**src/rtl/pipeline_hazard_ctrl_if.sv**
```systemverilog
// Hazard-control bundle between the 5-stage pipeline datapath and the hazard controller.
// The controller takes the slave view; the datapath (or a bench) drives through the master view.
interface pipeline_hazard_ctrl_if #(
    parameter int unsigned WIDTH = 32,
    parameter int unsigned MISSW = 16
);
    // Register specifiers per stage
    logic [4:0]       Rs1D;
    logic [4:0]       Rs2D;
    logic [4:0]       Rs1E;
    logic [4:0]       Rs2E;
    logic [4:0]       RdE;
    logic [4:0]       RdM;
    logic [4:0]       RdW;
    // Pipeline status
    logic             ResultSrcE;
    logic             RegWriteM;
    logic             RegWriteW;
    logic             PCSrcE;
    // D-cache refill handshake
    logic             MissM;
    logic             RefillAck;
    logic             RefillDone;
    logic             RefillReq;
    // Pipeline register control
    logic             StallF;
    logic             StallD;
    logic             StallE;
    logic             StallM;
    logic             StallW;
    logic             FlushD;
    logic             FlushE;
    logic [1:0]       ForwardAE;
    logic [1:0]       ForwardBE;
    // Performance counters
    logic [WIDTH-1:0] StallCycles;
    logic [MISSW-1:0] MissCount;

    modport master (
        output Rs1D, Rs2D, Rs1E, Rs2E, RdE, RdM, RdW,
        output ResultSrcE, RegWriteM, RegWriteW, PCSrcE,
        output MissM, RefillAck, RefillDone,
        input  RefillReq,
        input  StallF, StallD, StallE, StallM, StallW, FlushD, FlushE,
        input  ForwardAE, ForwardBE,
        input  StallCycles, MissCount
    );

    modport slave (
        input  Rs1D, Rs2D, Rs1E, Rs2E, RdE, RdM, RdW,
        input  ResultSrcE, RegWriteM, RegWriteW, PCSrcE,
        input  MissM, RefillAck, RefillDone,
        output RefillReq,
        output StallF, StallD, StallE, StallM, StallW, FlushD, FlushE,
        output ForwardAE, ForwardBE,
        output StallCycles, MissCount
    );
endinterface

```
**src/rtl/pipeline_hazard_ctrl.sv**
```systemverilog
// Central hazard controller for the 5-stage RV32I pipeline: E-stage forwarding, load-use
// stall, branch flush, D-cache miss refill sequencing, and saturating stall/miss counters.
module pipeline_hazard_ctrl #(
    parameter int unsigned WIDTH = 32,
    parameter int unsigned MISSW = 16
) (
    input logic                   clk,
    input logic                   rst,
    pipeline_hazard_ctrl_if.slave hz_io
);

    typedef enum logic [1:0] {StIdle, StReq, StWait, StResume} state_e;

    state_e           state_q, state_d;
    logic [WIDTH-1:0] stall_cnt_q, stall_cnt_d;
    logic [MISSW-1:0] miss_cnt_q, miss_cnt_d;

    logic       load_use;
    logic       freeze;
    logic       miss_accept;
    logic       stall_f, stall_d, stall_e, stall_m, stall_w;
    logic       flush_d, flush_e;
    logic [1:0] fwd_a, fwd_b;

    // M-stage result wins over W-stage; x0 is never forwarded
    function automatic logic [1:0] fwd_sel(input logic [4:0] rs, input logic wr_m,
                                           input logic [4:0] rd_m, input logic wr_w,
                                           input logic [4:0] rd_w);
        if (wr_m && (rd_m != 5'd0) && (rd_m == rs)) begin
            return 2'b10;
        end else if (wr_w && (rd_w != 5'd0) && (rd_w == rs)) begin
            return 2'b01;
        end
        return 2'b00;
    endfunction

    assign load_use = hz_io.ResultSrcE && (hz_io.RdE != 5'd0) &&
                      ((hz_io.RdE == hz_io.Rs1D) || (hz_io.RdE == hz_io.Rs2D));
    // A miss seen in IDLE freezes the pipeline in that same cycle
    assign freeze      = (state_q != StIdle) || hz_io.MissM;
    assign miss_accept = (state_q == StIdle) && hz_io.MissM;

    // State and counter registers
    always_ff @(posedge clk) begin
        if (rst) begin
            state_q     <= StIdle;
            stall_cnt_q <= '0;
            miss_cnt_q  <= '0;
        end else begin
            state_q     <= state_d;
            stall_cnt_q <= stall_cnt_d;
            miss_cnt_q  <= miss_cnt_d;
        end
    end

    // Refill sequencing; stray Ack/Done outside their state are ignored
    always_comb begin
        state_d = state_q;
        unique case (state_q)
            StIdle:   if (hz_io.MissM)      state_d = StReq;
            StReq:    if (hz_io.RefillAck)  state_d = StWait;
            StWait:   if (hz_io.RefillDone) state_d = StResume;
            StResume: state_d = StIdle;
            default:  state_d = StIdle;
        endcase
    end

    // Stall/flush priority: reset, then freeze, then branch, then load-use
    always_comb begin
        stall_f = 1'b0;
        stall_d = 1'b0;
        stall_e = 1'b0;
        stall_m = 1'b0;
        stall_w = 1'b0;
        flush_d = 1'b0;
        flush_e = 1'b0;
        if (rst) begin
            flush_d = 1'b1;
            flush_e = 1'b1;
        end else if (freeze) begin
            stall_f = 1'b1;
            stall_d = 1'b1;
            stall_e = 1'b1;
            stall_m = 1'b1;
            stall_w = 1'b1;
        end else if (hz_io.PCSrcE) begin
            // The load-dependent instruction is squashed, so no load-use stall is needed
            flush_d = 1'b1;
            flush_e = 1'b1;
        end else if (load_use) begin
            stall_f = 1'b1;
            stall_d = 1'b1;
            flush_e = 1'b1;
        end
    end

    // Forwarding selects for both E-stage operands
    always_comb begin
        fwd_a = 2'b00;
        fwd_b = 2'b00;
        if (!rst) begin
            fwd_a = fwd_sel(hz_io.Rs1E, hz_io.RegWriteM, hz_io.RdM, hz_io.RegWriteW, hz_io.RdW);
            fwd_b = fwd_sel(hz_io.Rs2E, hz_io.RegWriteM, hz_io.RdM, hz_io.RegWriteW, hz_io.RdW);
        end
    end

    // Saturating performance counters
    always_comb begin
        stall_cnt_d = stall_cnt_q;
        miss_cnt_d  = miss_cnt_q;
        if (stall_f && (stall_cnt_q != '1)) begin
            stall_cnt_d = stall_cnt_q + WIDTH'(1);
        end
        if (miss_accept && (miss_cnt_q != '1)) begin
            miss_cnt_d = miss_cnt_q + MISSW'(1);
        end
    end

    assign hz_io.StallF      = stall_f;
    assign hz_io.StallD      = stall_d;
    assign hz_io.StallE      = stall_e;
    assign hz_io.StallM      = stall_m;
    assign hz_io.StallW      = stall_w;
    assign hz_io.FlushD      = flush_d;
    assign hz_io.FlushE      = flush_e;
    assign hz_io.ForwardAE   = fwd_a;
    assign hz_io.ForwardBE   = fwd_b;
    assign hz_io.RefillReq   = (state_q == StReq) && !rst;
    assign hz_io.StallCycles = stall_cnt_q;
    assign hz_io.MissCount   = miss_cnt_q;

endmodule

```
**src/flat_wrapper.sv**
```systemverilog
// flat-port wrapper written by rule: the top's interface ports become plain ports
module pipeline_hazard_ctrl_flat 
#(
    parameter int unsigned WIDTH = 32,
    parameter int unsigned MISSW = 16
)
  (clk, rst, hz_io_Rs1D, hz_io_Rs2D, hz_io_Rs1E, hz_io_Rs2E, hz_io_RdE, hz_io_RdM, hz_io_RdW, hz_io_ResultSrcE, hz_io_RegWriteM, hz_io_RegWriteW, hz_io_PCSrcE, hz_io_MissM, hz_io_RefillAck, hz_io_RefillDone, hz_io_RefillReq, hz_io_StallF, hz_io_StallD, hz_io_StallE, hz_io_StallM, hz_io_StallW, hz_io_FlushD, hz_io_FlushE, hz_io_ForwardAE, hz_io_ForwardBE, hz_io_StallCycles, hz_io_MissCount);
  pipeline_hazard_ctrl_if #(.WIDTH(WIDTH), .MISSW(MISSW)) hz_io_i ();
  input logic clk;
  input logic rst;
  input wire logic [$bits(hz_io_i.Rs1D)-1:0] hz_io_Rs1D;
  input wire logic [$bits(hz_io_i.Rs2D)-1:0] hz_io_Rs2D;
  input wire logic [$bits(hz_io_i.Rs1E)-1:0] hz_io_Rs1E;
  input wire logic [$bits(hz_io_i.Rs2E)-1:0] hz_io_Rs2E;
  input wire logic [$bits(hz_io_i.RdE)-1:0] hz_io_RdE;
  input wire logic [$bits(hz_io_i.RdM)-1:0] hz_io_RdM;
  input wire logic [$bits(hz_io_i.RdW)-1:0] hz_io_RdW;
  input wire logic [$bits(hz_io_i.ResultSrcE)-1:0] hz_io_ResultSrcE;
  input wire logic [$bits(hz_io_i.RegWriteM)-1:0] hz_io_RegWriteM;
  input wire logic [$bits(hz_io_i.RegWriteW)-1:0] hz_io_RegWriteW;
  input wire logic [$bits(hz_io_i.PCSrcE)-1:0] hz_io_PCSrcE;
  input wire logic [$bits(hz_io_i.MissM)-1:0] hz_io_MissM;
  input wire logic [$bits(hz_io_i.RefillAck)-1:0] hz_io_RefillAck;
  input wire logic [$bits(hz_io_i.RefillDone)-1:0] hz_io_RefillDone;
  output wire logic [$bits(hz_io_i.RefillReq)-1:0] hz_io_RefillReq;
  output wire logic [$bits(hz_io_i.StallF)-1:0] hz_io_StallF;
  output wire logic [$bits(hz_io_i.StallD)-1:0] hz_io_StallD;
  output wire logic [$bits(hz_io_i.StallE)-1:0] hz_io_StallE;
  output wire logic [$bits(hz_io_i.StallM)-1:0] hz_io_StallM;
  output wire logic [$bits(hz_io_i.StallW)-1:0] hz_io_StallW;
  output wire logic [$bits(hz_io_i.FlushD)-1:0] hz_io_FlushD;
  output wire logic [$bits(hz_io_i.FlushE)-1:0] hz_io_FlushE;
  output wire logic [$bits(hz_io_i.ForwardAE)-1:0] hz_io_ForwardAE;
  output wire logic [$bits(hz_io_i.ForwardBE)-1:0] hz_io_ForwardBE;
  output wire logic [$bits(hz_io_i.StallCycles)-1:0] hz_io_StallCycles;
  output wire logic [$bits(hz_io_i.MissCount)-1:0] hz_io_MissCount;
  assign hz_io_i.Rs1D = hz_io_Rs1D;
  assign hz_io_i.Rs2D = hz_io_Rs2D;
  assign hz_io_i.Rs1E = hz_io_Rs1E;
  assign hz_io_i.Rs2E = hz_io_Rs2E;
  assign hz_io_i.RdE = hz_io_RdE;
  assign hz_io_i.RdM = hz_io_RdM;
  assign hz_io_i.RdW = hz_io_RdW;
  assign hz_io_i.ResultSrcE = hz_io_ResultSrcE;
  assign hz_io_i.RegWriteM = hz_io_RegWriteM;
  assign hz_io_i.RegWriteW = hz_io_RegWriteW;
  assign hz_io_i.PCSrcE = hz_io_PCSrcE;
  assign hz_io_i.MissM = hz_io_MissM;
  assign hz_io_i.RefillAck = hz_io_RefillAck;
  assign hz_io_i.RefillDone = hz_io_RefillDone;
  assign hz_io_RefillReq = hz_io_i.RefillReq;
  assign hz_io_StallF = hz_io_i.StallF;
  assign hz_io_StallD = hz_io_i.StallD;
  assign hz_io_StallE = hz_io_i.StallE;
  assign hz_io_StallM = hz_io_i.StallM;
  assign hz_io_StallW = hz_io_i.StallW;
  assign hz_io_FlushD = hz_io_i.FlushD;
  assign hz_io_FlushE = hz_io_i.FlushE;
  assign hz_io_ForwardAE = hz_io_i.ForwardAE;
  assign hz_io_ForwardBE = hz_io_i.ForwardBE;
  assign hz_io_StallCycles = hz_io_i.StallCycles;
  assign hz_io_MissCount = hz_io_i.MissCount;
  pipeline_hazard_ctrl #(.WIDTH(WIDTH), .MISSW(MISSW)) u_core (.clk(clk), .rst(rst), .hz_io(hz_io_i));
endmodule
```
**config.mk**
```make
export PLATFORM = sky130hd
export DESIGN_NAME = pipeline_hazard_ctrl_flat
export DESIGN_NICKNAME = d
export VERILOG_FILES = /design/src/rtl/pipeline_hazard_ctrl_if.sv /design/src/rtl/pipeline_hazard_ctrl.sv /design/src/flat_wrapper.sv
export SDC_FILE = /design/constraint.sdc
export NUM_CORES = 1
export LEC_CHECK = 0
export CAP_MARGIN = 20
export CORE_MARGIN = 1
export CORE_UTILIZATION = 25
export DETAILED_ROUTE_END_ITERATION = 8
export GPL_ROUTABILITY_DRIVEN = 0
export PLACE_DENSITY = 0.46
export SLEW_MARGIN = 20
export SYNTH_ARGS = -nofsm -noshare
export SYNTH_HDL_FRONTEND = slang
export SYNTH_SLANG_ARGS = --single-unit
```
**constraint.sdc**
```tcl
create_clock -name clk -period 4.6 [get_ports clk]
set_input_delay 1.38 -clock clk [delete_from_list [all_inputs] [get_ports clk]]
set_output_delay 1.38 -clock clk [all_outputs]
set_load 0.01 [all_outputs]
```
## After elaboration in Yosys (flattened, before gate mapping)

Index checks and enable logic that the tools add are counted.

- Logic and storage cells: 70
- Output and inout port bits: 60
- Flip-flop bits (word level): 50
- Bits of input ports: 44

- Reductions and logical operators: 21
- Equal/unequal tests: 14
- Mux-type cells: 30
- Add/subtract/negate cells: 2

Operators by type and width:

| kind | count |
|---|---|
| adder 32 x 1 -> 32 bit, second input constant | 1 |
| != test 32 bit, second input constant | 1 |
| == test 5 bit | 6 |
| two-way mux 2 bit | 11 |
| two-way mux 1 bit | 18 |
| adder 16 x 1 -> 16 bit, second input constant | 1 |
| != test 16 bit, second input constant | 1 |
| nonzero test 5 bit | 3 |
| logical AND 1 bit | 12 |
| case mux 2 bit (4 select lines) | 1 |
| != test 2 bit, second input constant | 3 |
| == test 2 bit, second input constant | 2 |
| AND reduction 3 bit | 1 |
| == test 2 x 1 -> 1 bit, second input constant | 1 |
| zero test 2 bit | 1 |
| logical OR 1 bit | 2 |
| nonzero test 2 bit | 1 |
| zero test 1 bit | 1 |

## Logic depth before layout (Yosys ltp)

- Depth in word-level cells: 8
- Mapped depth: 10
- Mapped depth without buffers: 8

## Worst setup path before layout

Ideal clock, no wire load.

- Path kind: input to output
- Start: in hz_io_RdE[0]
- End: out hz_io_StallF
- Data arrival time: 2820 ps
- Path slack: 400 ps
- Stages: 7
- Required time: 3220 ps
- Path buffers: 3
- Cells stage by stage: or4_1 -> o21a_1 -> a31oi_4 -> buf_6 -> buf_6 -> inv_1 -> buf_4

- Word-level cells in the longest chain between the ends: 7
- Elaborated cells on any way between the ends: 10
- Those cells by class: eq/ne: 2; mux: 4; reduce/logical: 4

Ends and longest elaborated chain:

| element | RTL line | RTL |
|---|---|---|
| start, declared | flat_wrapper.sv:15 | `input wire logic [$bits(hz_io_i.RdE)-1:0] hz_io_RdE;` |
| == test 5 bit / nonzero test 5 bit (equally long branches) | pipeline_hazard_ctrl.sv:38, pipeline_hazard_ctrl.sv:37 |  |
| logical OR 1 bit / logical AND 1 bit (equally long branches) | pipeline_hazard_ctrl.sv:38, pipeline_hazard_ctrl.sv:37 |  |
| logical AND 1 bit (*) | pipeline_hazard_ctrl.sv:37 | `assign load_use = hz_io.ResultSrcE && (hz_io.RdE != 5'd0) &&` |
| two-way mux 1 bit (*) (4 in a row) | - |  |
| end, declared | flat_wrapper.sv:26 | `output wire logic [$bits(hz_io_i.StallF)-1:0] hz_io_StallF;` |

Every way passes the cells marked *; elsewhere a longest branch is shown, timed or not.

## Worst setup path after layout

- Start: in hz_io_RdW[3]
- End: out hz_io_ForwardBE[0]

- Word-level cells in the longest chain between the ends: 8
- Elaborated cells on any way between the ends: 9
- Those cells by class: eq/ne: 1; mux: 5; reduce/logical: 3

Ends and longest elaborated chain:

| element | RTL line | RTL |
|---|---|---|
| start, declared | flat_wrapper.sv:17 | `input wire logic [$bits(hz_io_i.RdW)-1:0] hz_io_RdW;` |
| nonzero test 5 bit | pipeline_hazard_ctrl.sv:31 | `end else if (wr_w && (rd_w != 5'd0) && (rd_w == rs)) begin` |
| logical AND 1 bit | pipeline_hazard_ctrl.sv:31 |  |
| logical AND 1 bit (*) | pipeline_hazard_ctrl.sv:31 |  |
| two-way mux 1 bit (*) | pipeline_hazard_ctrl.sv:31 |  |
| two-way mux 1 bit (*) | pipeline_hazard_ctrl.sv:29 | `if (wr_m && (rd_m != 5'd0) && (rd_m == rs)) begin` |
| two-way mux 1 bit (*) | pipeline_hazard_ctrl.sv:101 | `if (!rst) begin` |
| two-way mux 2 bit (*) | pipeline_hazard_ctrl.sv:34 | `return 2'b00;` |
| two-way mux 2 bit (*) | pipeline_hazard_ctrl.sv:101 |  |
| end, declared | flat_wrapper.sv:34 | `output wire logic [$bits(hz_io_i.ForwardBE)-1:0] hz_io_ForwardBE;` |

Every way passes the cells marked *; elsewhere a longest branch is shown, timed or not. The select of a mux whose other input is x is not followed.

==> results.sh <==
export IMPL_ff2ff_setup_slack_ps=2190
export IMPL_ir_drop_mv=0.1826
export IMPL_cts_tree="built"
export IMPL_endpoint_kind="output port"
export IMPL_cts_root_buf="clkbuf_16"
export IMPL_synth_area_top_cells="dfxtp_1 (32%), xnor2_1 (6.2%), xor2_1 (6.0%)"
export IMPL_grt_pass1_wl_um=14780
export IMPL_num_vias=3133
export IMPL_post_cts_buffers=0
export IMPL_outcome="complete, no violations"
export IMPL_final_hold_violation_count=0
export IMPL_wl_um=8780
export IMPL_finalClockSkew_ps=12.09
export IMPL_die_h_um=113.1
export IMPL_ys_types=46
export IMPL_drv_cap=0
export IMPL_critical_path_arrival_ps=3130
export IMPL_finalCritPeriodShare_pct=98.01
export IMPL_synth_cells=368
export IMPL_cts_sinks=50
export IMPL_die_x_um=113.1
export IMPL_avgSynthCellArea_um2=8.384
export IMPL_n_antenna_cell=0
export IMPL_syn_to_final_growth_pct=48.26
export IMPL_crit_type="in2out"
export IMPL_portBuffers=103
export IMPL_rsz0062_at_grt="no"
export IMPL_antenna_found_initial=0
export IMPL_cts_buffers_inserted=5
export IMPL_syn_nets=418
export IMPL_top_usage_layer="met2"
export IMPL_slew_headroom_pct=48.22
export IMPL_p_total_w=0.001206
export IMPL_synth_top_area_cell="dfxtp_1"
export IMPL_start_util_pct=25.69
export IMPL_clk_insertion_delay_late_ps=290
export IMPL_htree_levels=2
export IMPL_nFillCells=1250
export IMPL_die_area_mm2=0.01279
export IMPL_rows=40
export IMPL_grt_overflow=0
export IMPL_grt_pass1_vias=3127
export IMPL_synth_seq_cells=50
export IMPL_setup_ws_ps=91.74
export IMPL_worst_pin_slew_ps=770.8
export IMPL_drc=0
export IMPL_hpwl_um=6533
export IMPL_coreArea_mm2=0.01201
export IMPL_path_clk_slew_ps=70
export IMPL_syn_area_mm2=0.003085
export IMPL_regArea_mm2=0.001001
export IMPL_crit_required_ps=3220
export IMPL_dp_slack_ps=-383.8
export IMPL_hold_class="reg2reg"
export IMPL_ant_nets=0
export IMPL_slew_violations=0
export IMPL_setup_viol_count_final=0
export IMPL_multiInputGateArea_mm2=0.001966
export IMPL_leakage_nw=1.593
export IMPL_drt_iter0_markers=90
export IMPL_yosysTopAreaCellShare_pct=32.44
export IMPL_startpoint_type="input pin"
export IMPL_top_level_ports=104
export IMPL_avgRoutedWirePerCell_um=13.83
export IMPL_cp_max_fo=2
export IMPL_clock_path_buffers=2
export IMPL_grt_max_degree=61
export IMPL_power_density_mw_per_mm2=263.7
export IMPL_via_per_inst=4.934
export IMPL_synth_warnings=0
export IMPL_use_met3_pct=4.071
export IMPL_drive_above_1_share_pct=10.86
export IMPL_postCtsHoldBufs=0
export IMPL_grt_use_total_pct=13.94
export IMPL_dr_pass1_iters=4
export IMPL_holdWs_ps=496.1
export IMPL_max_freq_mhz=221.8
export IMPL_gr_usage_met1_pct=17.64
export IMPL_synth_seq_area_share_pct=32.44
export IMPL_nNetsFinal=537
export IMPL_met2_usage_pct=24.09
export IMPL_min_period_ps=4508
## per-stage QoR
step / setup TNS (ps) / instances / util, % / area (um2)
2_1_floorplan: 0 / 368 / - / 3085
3_3_place_gp: -1184 / 627 / 36.59 / 4395
3_5_place_dp: -1199 / 627 / 36.59 / 4395
4_1_cts: 0 / 635 / 38.01 / 4566
5_1_grt: 0 / 635 / 38.08 / 4574
6_report: 0 / 635 / 38.08 / 4574
## layout make-up
cell class | count | area share [%]
Tap cell | 147 | 4.021
Sequential cell | 50 | 21.88
Clock buffer | 7 | 3.337
Inverter | 8 | 0.6565
Multi-Input combinational cell | 289 | 42.97
Clock inverter | 1 | 0.1915
Timing Repair Buffer | 133 | 26.94
## repair_timing
action | CTS | global route
resized for setup | 17 | 6
setup endpoints to repair | 7 | 2
pin swaps | 2 | 2
## placed cells by master (no fill, tap or decap), drive strengths merged, types with 14 or more instances in the layout
master,count
xor2,21
buf,33
or4,22
nand2,28
clkdlybuf4s50,95
nand3,19
a21oi,24
nor2,28
xnor2,22
o31ai,14
nand4,15
dfxtp,50
## cells by family after synthesis
family | share of synthesized area (%)
and+or+nand+nor | 30.21
AOI/OAI and AO/OA | 15.65
DFF | 32.44
xor gates and xnor gates | 12.21
buffers and inverters | 5.312
adders and majority gates | 2.433
muxes | 1.744
## power by group
group	internal (W)	total (W)	leakage, nW	switching, W
clock network	0.000233	0.000399	0.0801	0.000166
registers	0.000451	0.000472	0.404	0.0000205
logic	0.000165	0.000336	1.11	0.000171
## state kept, by name, indices dropped and copies added, names as in the netlist
register,cells
u_core.hz_io.MissCount,16
u_core.hz_io.StallCycles,32
u_core.state_q,2
## worst paths after layout
kind                                  endpoint                        start  cells after the start
setup / recovery            hz_io_ForwardBE[0]                 hz_io_RdW[3]                      6
hold / removal     u_core.hz_io.StallCycles[7]  u_core.hz_io.StallCycles[7]                      2
setup reg to reg  u_core.hz_io.StallCycles[16]            u_core.state_q[0]                      9
hold reg to reg    u_core.hz_io.StallCycles[7]  u_core.hz_io.StallCycles[7]                      2
## layer usage
layer	up-vias	wire length [um]
li1	1617	-
met1	1436	4103
met2	78	4090
met3	2	565
met4	0	21
met5	-	0
## cells in the mapped netlist, drive strengths merged
library cell / n
and3: 9
or4: 22
o21ai: 9
nor4: 7
xor2: 21
dfxtp: 50
nor2b: 5
or3: 6
a221oi: 1
a41oi: 1
and2: 7
xnor2: 22
nand4: 15
nor2: 28
buf: 14
nand2: 28
o21a: 1
inv: 8
mux2: 3
a31oi: 3
a21oi: 24
a211oi: 1
clkbuf: 7
nand3b: 1
o211ai: 1
nand3: 19
and4: 8
o31ai: 14
o311ai: 5
nor4bb: 1
mux2i: 2
nor3: 6
o211a: 2
ha: 6
nand4b: 1
o41ai: 6
a2111oi: 1
o22ai: 1
or4b: 2
## worst max-delay path, stage by stage
cell	delay (ps)
clkdlybuf4s50_1	490
or4_1	120
o211ai_1	90
or4_4	570
nor4_4	300
buf_2	170
Power figures use the tool's default switching activity.
